==> config.mk <==
export PLATFORM = sky130hd
export DESIGN_NAME = cute_datapath
export DESIGN_NICKNAME = d
export VERILOG_FILES = /design/src/rtl/cute_pkg.sv /design/src/rtl/cute_regfile.sv /design/src/rtl/cute_datapath.sv
export SDC_FILE = /design/constraint.sdc
export NUM_CORES = 1
export LEC_CHECK = 0
export ABC_AREA = 1
export CORE_MARGIN = 5
export CORE_UTILIZATION = 62
export CTS_CLUSTER_SIZE = 8
export DETAILED_ROUTE_END_ITERATION = 8
export GPL_TIMING_DRIVEN = 0
export PLACE_DENSITY = 0.85
export SLEW_MARGIN = 30
export SYNTH_ARGS = -nofsm -noshare
export SYNTH_HDL_FRONTEND = slang
export SYNTH_SLANG_ARGS = --single-unit
==> constraint.sdc <==
create_clock -name clk -period 7.4 [get_ports clk]
set_clock_uncertainty 0.15 [all_clocks]
set_input_delay 2.22 -clock clk [delete_from_list [all_inputs] [get_ports clk]]
set_output_delay 2.22 -clock clk [all_outputs]
set_load 0.01 [all_outputs]
==> src/rtl/cute_pkg.sv <==
// rtl/cute_pkg.sv - shared constants for the cute processor datapath and control unit
package cute_pkg;

  localparam int CUTE_DATA_W = 9;

  localparam logic [3:0] MUX_DIN = 4'd0;
  localparam logic [3:0] MUX_R0  = 4'd1;
  localparam logic [3:0] MUX_R1  = 4'd2;
  localparam logic [3:0] MUX_R2  = 4'd3;
  localparam logic [3:0] MUX_R3  = 4'd4;
  localparam logic [3:0] MUX_R4  = 4'd5;
  localparam logic [3:0] MUX_R5  = 4'd6;
  localparam logic [3:0] MUX_R6  = 4'd7;
  localparam logic [3:0] MUX_R7  = 4'd8;
  localparam logic [3:0] MUX_G   = 4'd9;

  localparam logic ALU_ADD = 1'b0;
  localparam logic ALU_SUB = 1'b1;

endpackage

==> src/rtl/cute_regfile.sv <==
// rtl/cute_regfile.sv - R0-R7 with per-register load enables, bus read port and registered debug read
module cute_regfile
  import cute_pkg::*;
#(
  parameter int DATA_W = CUTE_DATA_W
) (
  input  logic              clk,
  input  logic              Resetn,
  input  logic [DATA_W-1:0] wdata,
  input  logic [7:0]        rx,
  input  logic [2:0]        rsel,
  output logic [DATA_W-1:0] rdata,
  input  logic [2:0]        dbg_sel,
  output logic [DATA_W-1:0] dbg_data
);

  logic [DATA_W-1:0] r [8];

  always_ff @(posedge clk) begin
    if (Resetn) begin
      for (int i = 0; i < 8; i++) r[i] <= '0;
      dbg_data <= '0;
    end else begin
      for (int i = 0; i < 8; i++) begin
        if (rx[i]) r[i] <= wdata;
      end
      dbg_data <= r[dbg_sel];
    end
  end

  assign rdata = r[rsel];

endmodule

==> src/rtl/cute_datapath.sv <==
// rtl/cute_datapath.sv - cute datapath: bus mux, A/G registers, add/sub ALU; optional flags via CUTE_DP_FLAGS_EN
module cute_datapath
  import cute_pkg::*;
#(
  parameter int DATA_W = CUTE_DATA_W
) (
  input  logic              clk,
  input  logic              Resetn,
  input  logic [DATA_W-1:0] din,
  input  logic [3:0]        mux,
  input  logic [7:0]        rx,
  input  logic              a,
  input  logic              g,
  input  logic              alu,
  output logic [DATA_W-1:0] bus,
  input  logic [2:0]        dbg_sel,
  output logic [DATA_W-1:0] dbg_data
`ifdef CUTE_DP_FLAGS_EN
  ,
  output logic              flag_z,
  output logic              flag_c
`endif
);

  logic [DATA_W-1:0] a_reg;
  logic [DATA_W-1:0] g_reg;
  logic [DATA_W-1:0] rf_rdata;
  logic [2:0]        rf_rsel;
  logic [DATA_W-1:0] operand;
  logic [DATA_W:0]   sum;
  logic [DATA_W-1:0] result;

  // Codes 1..8 map onto R0..R7; only the low three bits of (code-1) matter.
  assign rf_rsel = 3'(mux - MUX_R0);

  cute_regfile #(.DATA_W(DATA_W)) u_regfile (
    .clk      (clk),
    .Resetn   (Resetn),
    .wdata    (bus),
    .rx       (rx),
    .rsel     (rf_rsel),
    .rdata    (rf_rdata),
    .dbg_sel  (dbg_sel),
    .dbg_data (dbg_data)
  );

  always_comb begin
    bus = '0;
    if (mux == MUX_DIN)
      bus = din;
    else if (mux == MUX_G)
      bus = g_reg;
    else if (mux >= MUX_R0 && mux <= MUX_R7)
      bus = rf_rdata;
  end

  // Subtract as A + ~bus + 1 so the carry-out doubles as the no-borrow bit.
  assign operand = (alu == ALU_SUB) ? ~bus : bus;
  assign sum     = {1'b0, a_reg} + {1'b0, operand} + {{DATA_W{1'b0}}, alu};
  assign result  = sum[DATA_W-1:0];

  always_ff @(posedge clk) begin
    if (Resetn) begin
      a_reg <= '0;
      g_reg <= '0;
    end else begin
      if (a) a_reg <= bus;
      if (g) g_reg <= result;
    end
  end

`ifdef CUTE_DP_FLAGS_EN
  always_ff @(posedge clk) begin
    if (Resetn) begin
      flag_z <= 1'b0;
      flag_c <= 1'b0;
    end else if (g) begin
      flag_z <= (result == '0);
      flag_c <= sum[DATA_W];
    end
  end
`else
  logic unused_carry;
  assign unused_carry = sum[DATA_W];
`endif

endmodule

==> summary.md, run 1 <==
| Metric | Value |
|---|---|
| DIE AREA | between 0.01 and 0.015 mm^2 |
| Worst Hold Launch | a_reg[0] |
| Tcrit/Tclk final | 97.92% |
| Unrepaired setup endpoints after global routing | no |
| Antenna diodes | 0 |
| Metal-1 WL | about 6300 um |
| Vias | 4,951 |
| Vias in the first global route | between 4,000 and 5,000 |
| DP Wirelength | roughly 11,000 um |
| Synth Area in Compound Gates | 17.26% |
| Status | finished clean |
| Routed wl met3 | roughly 1900 um |
| Fill count | 624 |
| Pleak | 2.506 nW |
| GPL Wtd Cong | between 1 and 1.5 |
| Clk pin slew, worst setup/hold paths | about 0.10 ns |
| Simple-gate share of the synthesized area | around a fifth |
| Peak supply drop | between 0.15 and 0.2 mV |
| RR Startpoint | u_regfile.r[3][1] |
| Core box area | 0.008217 mm^2 |
| All-layer global routing usage | around a third |
| Number of port buffers | 42 |
| Syn Inst Count | slightly above 600 |
| Antenna violations before repair | 0 |
| CTS Buf Count | 9 |
| Layout cells sized above 1 | ~6.4% |
| Final #Nets | about 720 |
| PD cells | 225.9 mW/mm^2 |
| Kind of critical path | in2out |
| Detailed Route WL | approximately 16,000 um |
| Register area share after synthesis | between 50% and 60% |
| Post-synth top flop | edfxtp_1 |
| Arrival @ worst endpoint | around 4.9 ns |
| GRT overflow | 0 |
| Syn avg cell area | about 8.4 um^2 |
| Post-synth ARST share | 0% |
| TritonCTS clock tree | yes |
| Peak Freq | approximately 0.14 GHz |
| Tot Pwr | around 1.4 mW |
| Clock period minus final worst setup slack | 7.246 ns |
| Hold Violations, Final | 0 |
| Max Cap Viol | 0 |
| Clock Sinks | ~100 |
| Post-synth EDFFs | 72 |
| Max-slew violation count | 0 |
| Site row count | 33 |
| # DRC | 0 |
| Synth unique cells | 31 |
| Fin util | approximately three quarters |
| Mux cell area share after synthesis | 0% |
| Worst path slowest cell | clkdlybuf4s50_1 |
| Post-DRT Antenna Nets | 0 |
| CTS H-tree depth | 3 |
| Hold/Removal Path Class | reg2reg |
| Worst Path Required | ~5.0 ns |
| Hold_ws | about 0.36 ns |
| Avg WL per Cell | 20.28 um |
| DR iter-0 viols | 832 |
| Syn nets | 662 |
| Endpoint type of the worst setup path | output pin |
| Global-route wire length before repair | about 25,000 um |
| Xor/xnor cell area share of the yosys netlist | under 10% |
| Slowest stage delay, CP | approximately 0.53 ns |
| CP cell instances | clkdlybuf4s50_1 -> inv_1 -> ha_1 -> buf_4 -> clkbuf_4 -> o21ai_0 -> o211ai_1 -> nand3_1 -> nand3_1 -> o21ai_1 -> inv_1 -> clkdlybuf4s50_1 |
| Worst Tran Pin Value | around 0.64 ns |
| Worst setup startpoint | mux[1] |
| Area grow syn2layout | 15.20% |
| CTS Buffer Depth | 2 |
| Rel. slew slack | a little under three fifths |
| CTS root buf | clkbuf_8 |
| Die Wd | between 100 and 150 um |
| Warnings, synthesis | 0 |
| Largest family of logic cells by synthesized area | simple AND/OR/NAND/NOR gates |
| Pre-antenna DRT Iters | 7 |
| Via/cell ratio | about 6.3 |
| Clk Latency, worst-skew pair | 0.37 ns |
| Die Ht | between 100 and 150 um |
| Largest Register | u_regfile.r |
| I/O pin count | between 40 and 50 |
| Max FFs per register | 72 |
| Setup violators final | 0 |
| Starting density of the core | approximately 64% |
| Startpoint types | input port |
| Met2 WL | 7222 um |
| Post-Synth Adder-Cell Area | under 10% |
| Max Used Layer | met4 |
| Worst-path maximum fanout | 10 |
| Mapped Area | 0.005235 mm^2 |
| Largest net degree at the start of global routing | 18 |
| Post-synthesis register bit count | 99 |
==> metal layers <==
layer	global-route usage, %	vias to the layer above
li1	-	2228
met1	45.50	2291
met2	48.19	377
met3	5.051	55
met4	14.83	0
met5	0	-
==> layout by cell type, fill, tap and decap left out, types with 2 or more instances in the layout <==
cell type,count
clkdlybuf4s50_1,41
clkinv_1,8
buf_4,5
a31oi_1,10
edfxtp_1,72
or2_2,4
o221ai_1,7
xor2_1,10
o211ai_1,19
o22ai_1,8
o21ai_0,82
ha_1,9
clkinvlp_4,3
nand3_1,34
inv_2,2
inv_4,3
clkbuf_1,21
a21oi_1,24
nor2_1,138
inv_1,54
nand2_2,5
inv_6,2
buf_2,3
o21ai_1,8
dfxtp_1,27
clkbuf_8,11
nand2_1,61
==> worst max-delay path: cells and delay by family <==
family / cells / cell delay [ns]
buf+inv: 6 / 1.55
fa+ha+maj: 1 / 0.27
simple gates: 2 / 0.25
compound gates: 3 / 0.57
==> worst paths after layout <==
| check | cells past startpoint | slack (ns) | end |
|---|---|---|---|
| setup / recovery | 12 | 0.15 | bus[1] |
| hold / removal | 2 | 0.36 | g_reg[0] |
| setup reg to reg | 22 | 4.10 | g_reg[8] |
| hold reg to reg | 2 | 0.36 | g_reg[0] |
==> repair_timing <==
item | CTS | global route
resized for setup | 10 | 2
hold buffers | 0 | 0
pin swaps | 2 | 0
setup buffers | 3 | 0
endpoints found under the setup margin | 9 | 1
==> cell families (layout without fill, tap and decap cells) <==
family / count (synthesis) / in the layout
simple gates: 245 / 245
compound gates: 160 / 160
buf+inv: 97 / 157
xor+xnor: 12 / 12
flops: 99 / 99
fa+ha+maj: 10 / 10
==> cell usage after synthesis, types with 9 or more instances <==
cell type	instances	area share, %
nor2_1	138	9.9
edfxtp_1	72	41
a21oi_1	24	2.3
inv_1	55	3.9
a31oi_1	10	1.2
o211ai_1	19	2.7
clkbuf_1	23	1.6
nand3_1	34	3.3
nand2_1	61	4.4
ha_1	9	2.2
o21ai_0	82	7.8
dfxtp_1	27	10
xor2_1	10	1.7
==> layout make-up <==
cell class                 count  area (um^2)  share of cell area (%)
multi-input combinational    427         2158                   35.79
clock inverter                 6        68.82                   1.141
timing repair buffer          45        437.9                   7.261
tap                          105        131.4                   2.178
buffer                        29        133.9                   2.220
inverter                      67        260.3                   4.315
sequential                    99         2703                   44.81
clock buffer                  10        137.6                   2.282
==> power breakdown <==
| group | switching [mW] | internal (mW) |
|---|---|---|
| logic | 0.203 | 0.115 |
| clock network | 0.200 | 0.168 |
| registers | 0.0262 | 0.650 |
==> metrics by stage <==
step | area [um^2] | setup TNS, ns | cells | setup WS, ns
final | 6031 | 0 | 788 | 0.1540
after global routing | 6031 | 0 | 788 | 0.04035
after CTS | 6035 | 0 | 788 | 0.1079
after detailed placement | 5787 | -5.877 | 770 | -0.8069
after global placement | 5787 | -5.705 | 770 | -0.8093
after floorplan | 5235 | 0 | 623 | 1.127
Note: power is estimated with default switching activity, not from simulation.
==> run 2: changes to the inputs <==
--- a/config.mk
+++ b/config.mk
@@ -6,6 +6,7 @@
 export NUM_CORES = 1
 export LEC_CHECK = 0
 export ABC_AREA = 1
+export ABC_CLOCK_PERIOD_IN_PS = 8550
 export CORE_MARGIN = 5
 export CORE_UTILIZATION = 62
 export CTS_CLUSTER_SIZE = 8
==> constraint.sdc (replaced) <==
create_clock -name clk -period 8.55 [get_ports clk]
set_clock_uncertainty 0.15 [all_clocks]
set_input_delay 2.565 -clock clk [delete_from_list [all_inputs] [get_ports clk]]
set_output_delay 2.565 -clock clk [all_outputs]
set_load 0.01 [all_outputs]
==> run 2 against run 1 <==
Effect of this change: wire length fell by 0.80%; global-route usage fell by 0.087 points; final area did not move; largest cell class unchanged; clock power fell by 13%; cell count fell by 0.13%; critical path depth rose by 1.
==> summary.md, run 2 (synthesis gave the netlist of run 1 again) <==
| Metric | Value |
|---|---|
| Clk pin slew, worst setup/hold paths | approximately 0.090 ns |
| DIE AREA | around 0.010 mm^2 |
| Setup violators final | 0 |
| Max Cap Viol | 0 |
| Worst-path maximum fanout | 16 |
| Antenna violations before repair | 0 |
| Commonest cells after routing, fill and taps aside | 138 x nor2_1, 82 x o21ai_0, 72 x edfxtp_1 |
| GRT overflow | 0 |
| Max Used Layer | met4 |
| CTS Buf Count | 9 |
| Site row count | 33 |
| Kind of critical path | in2out |
| Number of port buffers | 42 |
| CTS Buffer Depth | 2 |
| Hold Violations, Final | 0 |
| # DRC | 0 |
| CP cell instances | dlymetal6s2s_1 -> inv_4 -> buf_4 -> ha_1 -> buf_4 -> clkbuf_4 -> o21ai_0 -> o211ai_1 -> nand3_1 -> nand3_1 -> o21ai_1 -> inv_1 -> clkdlybuf4s50_1 |
| Clock period minus final worst setup slack | between 8 and 9 ns |
| CTS H-tree depth | 3 |
| Clk Latency, worst-skew pair | 0.37 ns |
| Endpoint type of the worst setup path | output pin |
| Fin area | ~0.0060 mm^2 |
| Avg WL per Cell | just over 20 um |
| Antenna diodes | 0 |
| Worst Tran Pin Value | 0.6483 ns |
| Hold Buf Count CTS | 0 |
| Slowest stage delay, CP | 0.53 ns |
| Largest net degree at the start of global routing | 18 |
| Post-DRT Antenna Nets | 0 |
| All-layer global routing usage | 31.79% |
| Post-Layout Cell Count | 787 |
| Peak Freq | ~0.12 GHz |
| Largest Register | u_regfile.r |
| Layout cells sized above 1 | ~6.2% |
| Area grow syn2layout | 15.20% |
| Clock Sinks | 99 |
| Hold/Removal Path Class | reg2reg |
| Global-route wire length before repair | roughly 25,000 um |
| Detailed Route WL | approximately 16,000 um |
| Startpoint types | input port |
| Final #Nets | between 700 and 800 |
| PD cells | 195.4 mW/mm^2 |
| FF-to-FF setup slack | roughly 5.3 ns |
| Vias | 4,929 |
| Die Wd | 101.9 um |
| Commonest non-fill, non-tap cell in the layout | nor2_1 |
| Status | finished clean |
| DP Wirelength | 11,470 um |
| Worst Path Required | ~5.8 ns |
| Pleak | approximately 2.5 nW |
| Tot Pwr | 1.178 mW |
| Peak supply drop | approximately 0.15 mV |
| Cell family with the largest share of critical-path delay | buffers and inverters |
| Die Ht | slightly above 100 um |
| I/O pin count | 47 |
| Metal-1 WL | 6064 um |
| DR iter-0 viols | between 800 and 900 |
| Arrival @ worst endpoint | 5.34 ns |
| TritonCTS clock tree | yes |
| Vias in the first global route | ~4,800 |
| Rel. slew slack | 56.78% |
| TNS Setup | 0 ns |
| Max-slew violation count | 0 |
| Worst path slowest cell | clkdlybuf4s50_1 |
| Routed wl met3 | 2028 um |
| Tcrit/Tclk final | ~94% |
| Unrepaired setup endpoints after global routing | no |
| CTS root buf | clkbuf_8 |
| Pre-antenna DRT Iters | 9 |
| Fin util | 73.40% |
| Worst Path Buf+Inv | 7 |
| DP Area | ~0.0058 mm^2 |
| Placed insts | 770 |
| Starting density of the core | between 60% and 70% |
| Via/cell ratio | approximately 6.3 |
| Met2 WL | 7120 um |
| Max FFs per register | a little over 70 |
| Core box area | slightly above 0.008 mm^2 |
| GPL Wtd Cong | 1.007 |
[run 2: report_power, final]
part	internal, mW	leakage [nW]	total [mW]	switching, mW
Sequential	0.563	1.02	0.586	0.0229
Combinational	0.0994	1.39	0.274	0.174
Clock	0.146	0.0999	0.319	0.173
[run 2: worst paths after layout]
path,cells past startpoint,endpoint,start
min reg2reg,2,g_reg[0],a_reg[0]
max reg2reg,20,g_reg[8],u_regfile.r[0][3]
max,13,bus[1],mux[0]
min,2,g_reg[0],a_reg[0]
[run 2: area by class of cell]
class                           count  area [um^2]
Clock buffer                       10        137.6
Sequential cell                    99         2703
Multi-Input combinational cell    427         2158
Timing Repair Buffer               44        437.9
Inverter                           67        260.3
Buffer                             29        133.9
Tap cell                          105        131.4
Clock inverter                      6        68.82
Fill cell                         627         2186
[run 2: repair_timing]
item                                    CTS  global route
gates resized for setup                   8             3
pin swaps                                 2             0
endpoints found under the setup margin    7             2
setup buffers                             2             0
[run 2: layer usage]
metal / global-route usage, % / up-vias
met3: 5.051 / 65
li1: - / 2225
met2: 48.14 / 379
met4: 14.33 / 0
met5: 0 / -
met1: 45.50 / 2260
[run 2: worst register-to-register path, cell delays in order, from the launching register on]
cell and delay, ns:
edfxtp_1 0.45, nor2_1 0.15, o211ai_1 0.15, nand3_1 0.12
nand3_1 0.08, o21ai_1 0.24, xor2_1 0.22, ha_1 0.32
a21oi_1 0.23, nand2_1 0.13, nand2_1 0.08, nand2_1 0.07
nand2_1 0.07, nand2_1 0.07, nand2_1 0.08, nand2_1 0.06
a21oi_1 0.25, a21o_1 0.12, nand3_1 0.06, nand2_1 0.07
inv_1 0.04
[run 2: per-stage QoR]
step           setup slack, ns  hold WS, ns
6_report                0.4959       0.3614
5_1_grt                 0.3643       0.3768
4_1_cts                 0.1153       0.3556
3_5_place_dp           -0.3469       0.3412
3_3_place_gp           -0.3493       0.3129
2_1_floorplan            1.587       0.2995
==> run 3: changes to the inputs <==
--- a/config.mk
+++ b/config.mk
@@ -8,11 +8,12 @@
 export ABC_AREA = 1
 export ABC_CLOCK_PERIOD_IN_PS = 8550
 export CORE_MARGIN = 5
-export CORE_UTILIZATION = 62
+export CORE_UTILIZATION = 64
 export CTS_CLUSTER_SIZE = 8
 export DETAILED_ROUTE_END_ITERATION = 8
+export DONT_BUFFER_PORTS = 1
 export GPL_TIMING_DRIVEN = 0
-export PLACE_DENSITY = 0.85
+export PLACE_DENSITY = 0.8
 export SLEW_MARGIN = 30
 export SYNTH_ARGS = -nofsm -noshare
 export SYNTH_HDL_FRONTEND = slang
==> run 3 against run 2 <==
Effect of this change: global-route usage fell by 2.0 points; final area fell by 8.0%; critical path type unchanged; sequential power barely moved; total power fell by 5.8%; non-clock buffer count fell by 43; combinational power fell by 17%; critical endpoint is now bus[3]; register-to-register slack improved by 0.15 ns; setup slack improved by 0.37 ns.
==> summary.md, run 3 (synthesis gave the netlist of run 1 again) <==
| Metric | Value |
|---|---|
| Clk pin slew, worst setup/hold paths | ~0.11 ns |
| DP Wirelength | around 11,000 um |
| Worst-path maximum fanout | 10 |
| Layout cells sized above 1 | under 10% |
| GRT overflow | 0 |
| Unrepaired setup endpoints after global routing | no |
| RR Startpoint | u_regfile.r[3][1] |
| CP dominant cell by count | buf_2 |
| Hold/Removal Path Class | reg2reg |
| Clock period minus final worst setup slack | between 7 and 8 ns |
| Via/cell ratio | 6.394 |
| Pre-antenna DRT Iters | 5 |
| Slowest stage delay, CP | around 0.37 ns |
| Avg WL per Cell | between 15 and 20 um |
| Kind of critical path | in2out |
| Max-slew violation count | 0 |
| Vias | about 4,800 |
| DIE AREA | between 0.01 and 0.015 mm^2 |
| Worst Path Buf+Inv | 6 |
| TritonCTS clock tree | yes |
| Worst path slowest cell | clkbuf_1 |
| Post-CTS setup buffers | 0 |
| Worst Path Required | around 6 ns |
| CTS Buffer Depth | 2 |
| PD cells | 200.0 mW/mm^2 |
| Commonest cells after routing, fill and taps aside | 138 x nor2_1, 82 x o21ai_0, 72 x edfxtp_1 |
| Commonest non-fill, non-tap cell in the layout | nor2_1 |
| Worst Hold Launch | a_reg[0] |
| Fin area | between 0.005 and 0.006 mm^2 |
| Rel. slew slack | a little under three fifths |
| Worst Tran Pin Value | between 0.6 and 0.7 ns |
| CP cell instances | inv_2 -> buf_2 -> buf_2 -> ha_1 -> buf_2 -> clkbuf_1 -> o21ai_0 -> o211ai_1 -> nand3_1 -> nand3_1 -> o21ai_1 -> inv_1 |
| Fin util | 68.58% |
| Hold EP | g_reg[0] |
| CTS H-tree depth | 3 |
| Clock Sinks | just under 100 |
| Max Cap Viol | 0 |
| Hold Buf Count CTS | 0 |
| GPL Wtd Cong | about 0.94 |
| Post-cts resize count | 0 |
| Logic pwr share | between 20% and 30% |
| Setup violators final | 0 |
| Hold Violations, Final | 0 |
| Placed insts | approximately 730 |
| Pint | between 0.7 and 0.8 mW |
| Largest Register | u_regfile.r |
| Switch share | about a third |
| Cell family with the largest share of critical-path delay | buffers and inverters |
| Final #Nets | 673 |
| Vias in the first global route | about 4,500 |
| Hold Path Depth | 2 |
| Flop pwr share | 53.0% |
| Largest net degree at the start of global routing | 19 |
| Antenna diodes | 0 |
| Peak supply drop | roughly 0.14 mV |
| DP Area | around 0.0054 mm^2 |
| Clk Latency, worst-skew pair | ~0.38 ns |
| All-layer global routing usage | 29.76% |
| Core box area | 0.008093 mm^2 |
| # DRC | 0 |
| P_sw | about 0.37 mW |
| Peak Freq | between 0.1 and 0.15 GHz |
| FF-to-FF setup slack | between 5 and 6 ns |
| Startpoint types | input port |
| Clock group share of total power | about a quarter |
| Die Ht | 100.4 um |
| DR iter-0 viols | 640 |
| Area grow syn2layout | 6.023% |
| Antenna violations before repair | 0 |
| Starting density of the core | roughly two thirds |
| Pleak | around 2.3 nW |
| Status | finished clean |
| CTS Buf Count | 9 |
| Arrival @ worst endpoint | a little under 5 ns |
| Number of port buffers | 0 |
| CTS root buf | clkbuf_8 |
| TNS Setup | 0 ns |
| Tcrit/Tclk final | between 80% and 90% |
| Max FFs per register | 72 |
| Worst R2R End | g_reg[8] |
| I/O pin count | 47 |
| Global-route wire length before repair | between 20,000 and 25,000 um |
| Post-Layout Cell Count | between 700 and 800 |
| Detailed Route WL | 14,450 um |
| Die Wd | 100.4 um |
| R2R depth | 22 |
| Fill count | between 600 and 700 |
| Site row count | 33 |
| Post-DRT Antenna Nets | 0 |
| Endpoint type of the worst setup path | output pin |
## run 3: cell types whose count changed in the layout (fill, tap and decap cells not counted), moves of 2 or more
cell and delta:
clkinvlp_4 -2, inv_4 -2, buf_4 -4, clkdlybuf4s50_1 -41
buf_2 +3, clkinv_4 +2, clkbuf_1 +2, clkbuf_8 -2
inv_8 +2
## run 3: through the flow
| stage | setup WS (ns) | hold WS [ns] | total power, mW |
|---|---|---|---|
| final | 0.8641 | 0.3593 | 1.110 |
| after global routing | 0.6941 | 0.4064 | 1.158 |
| after CTS | 0.9537 | 0.3517 | 1.098 |
| after global placement | 1.021 | 0.3122 | 0.8089 |
| after floorplan | 1.587 | 0.2995 | 0.7535 |
| after detailed placement | 0.9683 | 0.3365 | 0.8194 |
## run 3: worst max path at each step
stage	slack [ns]	cells after the start	end	startpoint
after global routing	0.69	12	bus[1]	mux[0]
final	0.86	12	bus[3]	mux[0]
after global placement	1.02	12	bus[3]	mux[0]
after CTS	0.95	12	bus[3]	mux[0]
after detailed placement	0.97	12	bus[3]	mux[0]
after floorplan	1.59	12	bus[1]	mux[0]
## run 3: cell type report
cell class | instances | area, um^2 | share of cell area (%)
inverter | 67 | 254.0 | 4.576
sequential | 99 | 2703 | 48.69
clock buffer | 9 | 123.9 | 2.232
multi-input combinational | 427 | 2158 | 38.89
buffer | 30 | 120.1 | 2.164
clock inverter | 7 | 60.06 | 1.082
tap | 105 | 131.4 | 2.367
## run 3: worst register-to-register path, stage by stage (launching register included)
cell	delay (ns)
edfxtp_1	0.37
inv_1	0.08
a21oi_1	0.06
o21ai_0	0.11
o211ai_1	0.16
nand3_1	0.13
nand3_1	0.10
o21ai_1	0.22
xor2_1	0.20
fa_1	0.47
nand3_1	0.09
nand2_1	0.08
nand2_1	0.07
nand2_1	0.05
nand2_1	0.06
nand2_1	0.06
nand2_1	0.07
nand2_1	0.06
a21oi_1	0.20
a21o_1	0.11
nand3_1	0.06
nand2_1	0.07
inv_1	0.03
## run 3: per-layer routing
| metal | up-vias | track usage [%] | routed length [um] |
|---|---|---|---|
| li1 | 2146 | - | - |
| met1 | 2239 | 42.00 | 5883 |
| met2 | 325 | 45.31 | 6656 |
| met3 | 47 | 6.185 | 1483 |
| met4 | 0 | 11.71 | 425 |
| met5 | - | 0 | 0 |
## run 3: power by group through the flow
stage / Sequential, mW / Clock (mW) / Combinational, mW
floorplan: 0.588 / 0 / 0.165
CTS: 0.587 / 0.288 / 0.222
global route: 0.592 / 0.311 / 0.255
detailed placement: 0.598 / 0 / 0.221
global placement: 0.597 / 0 / 0.212
finish: 0.589 / 0.293 / 0.228
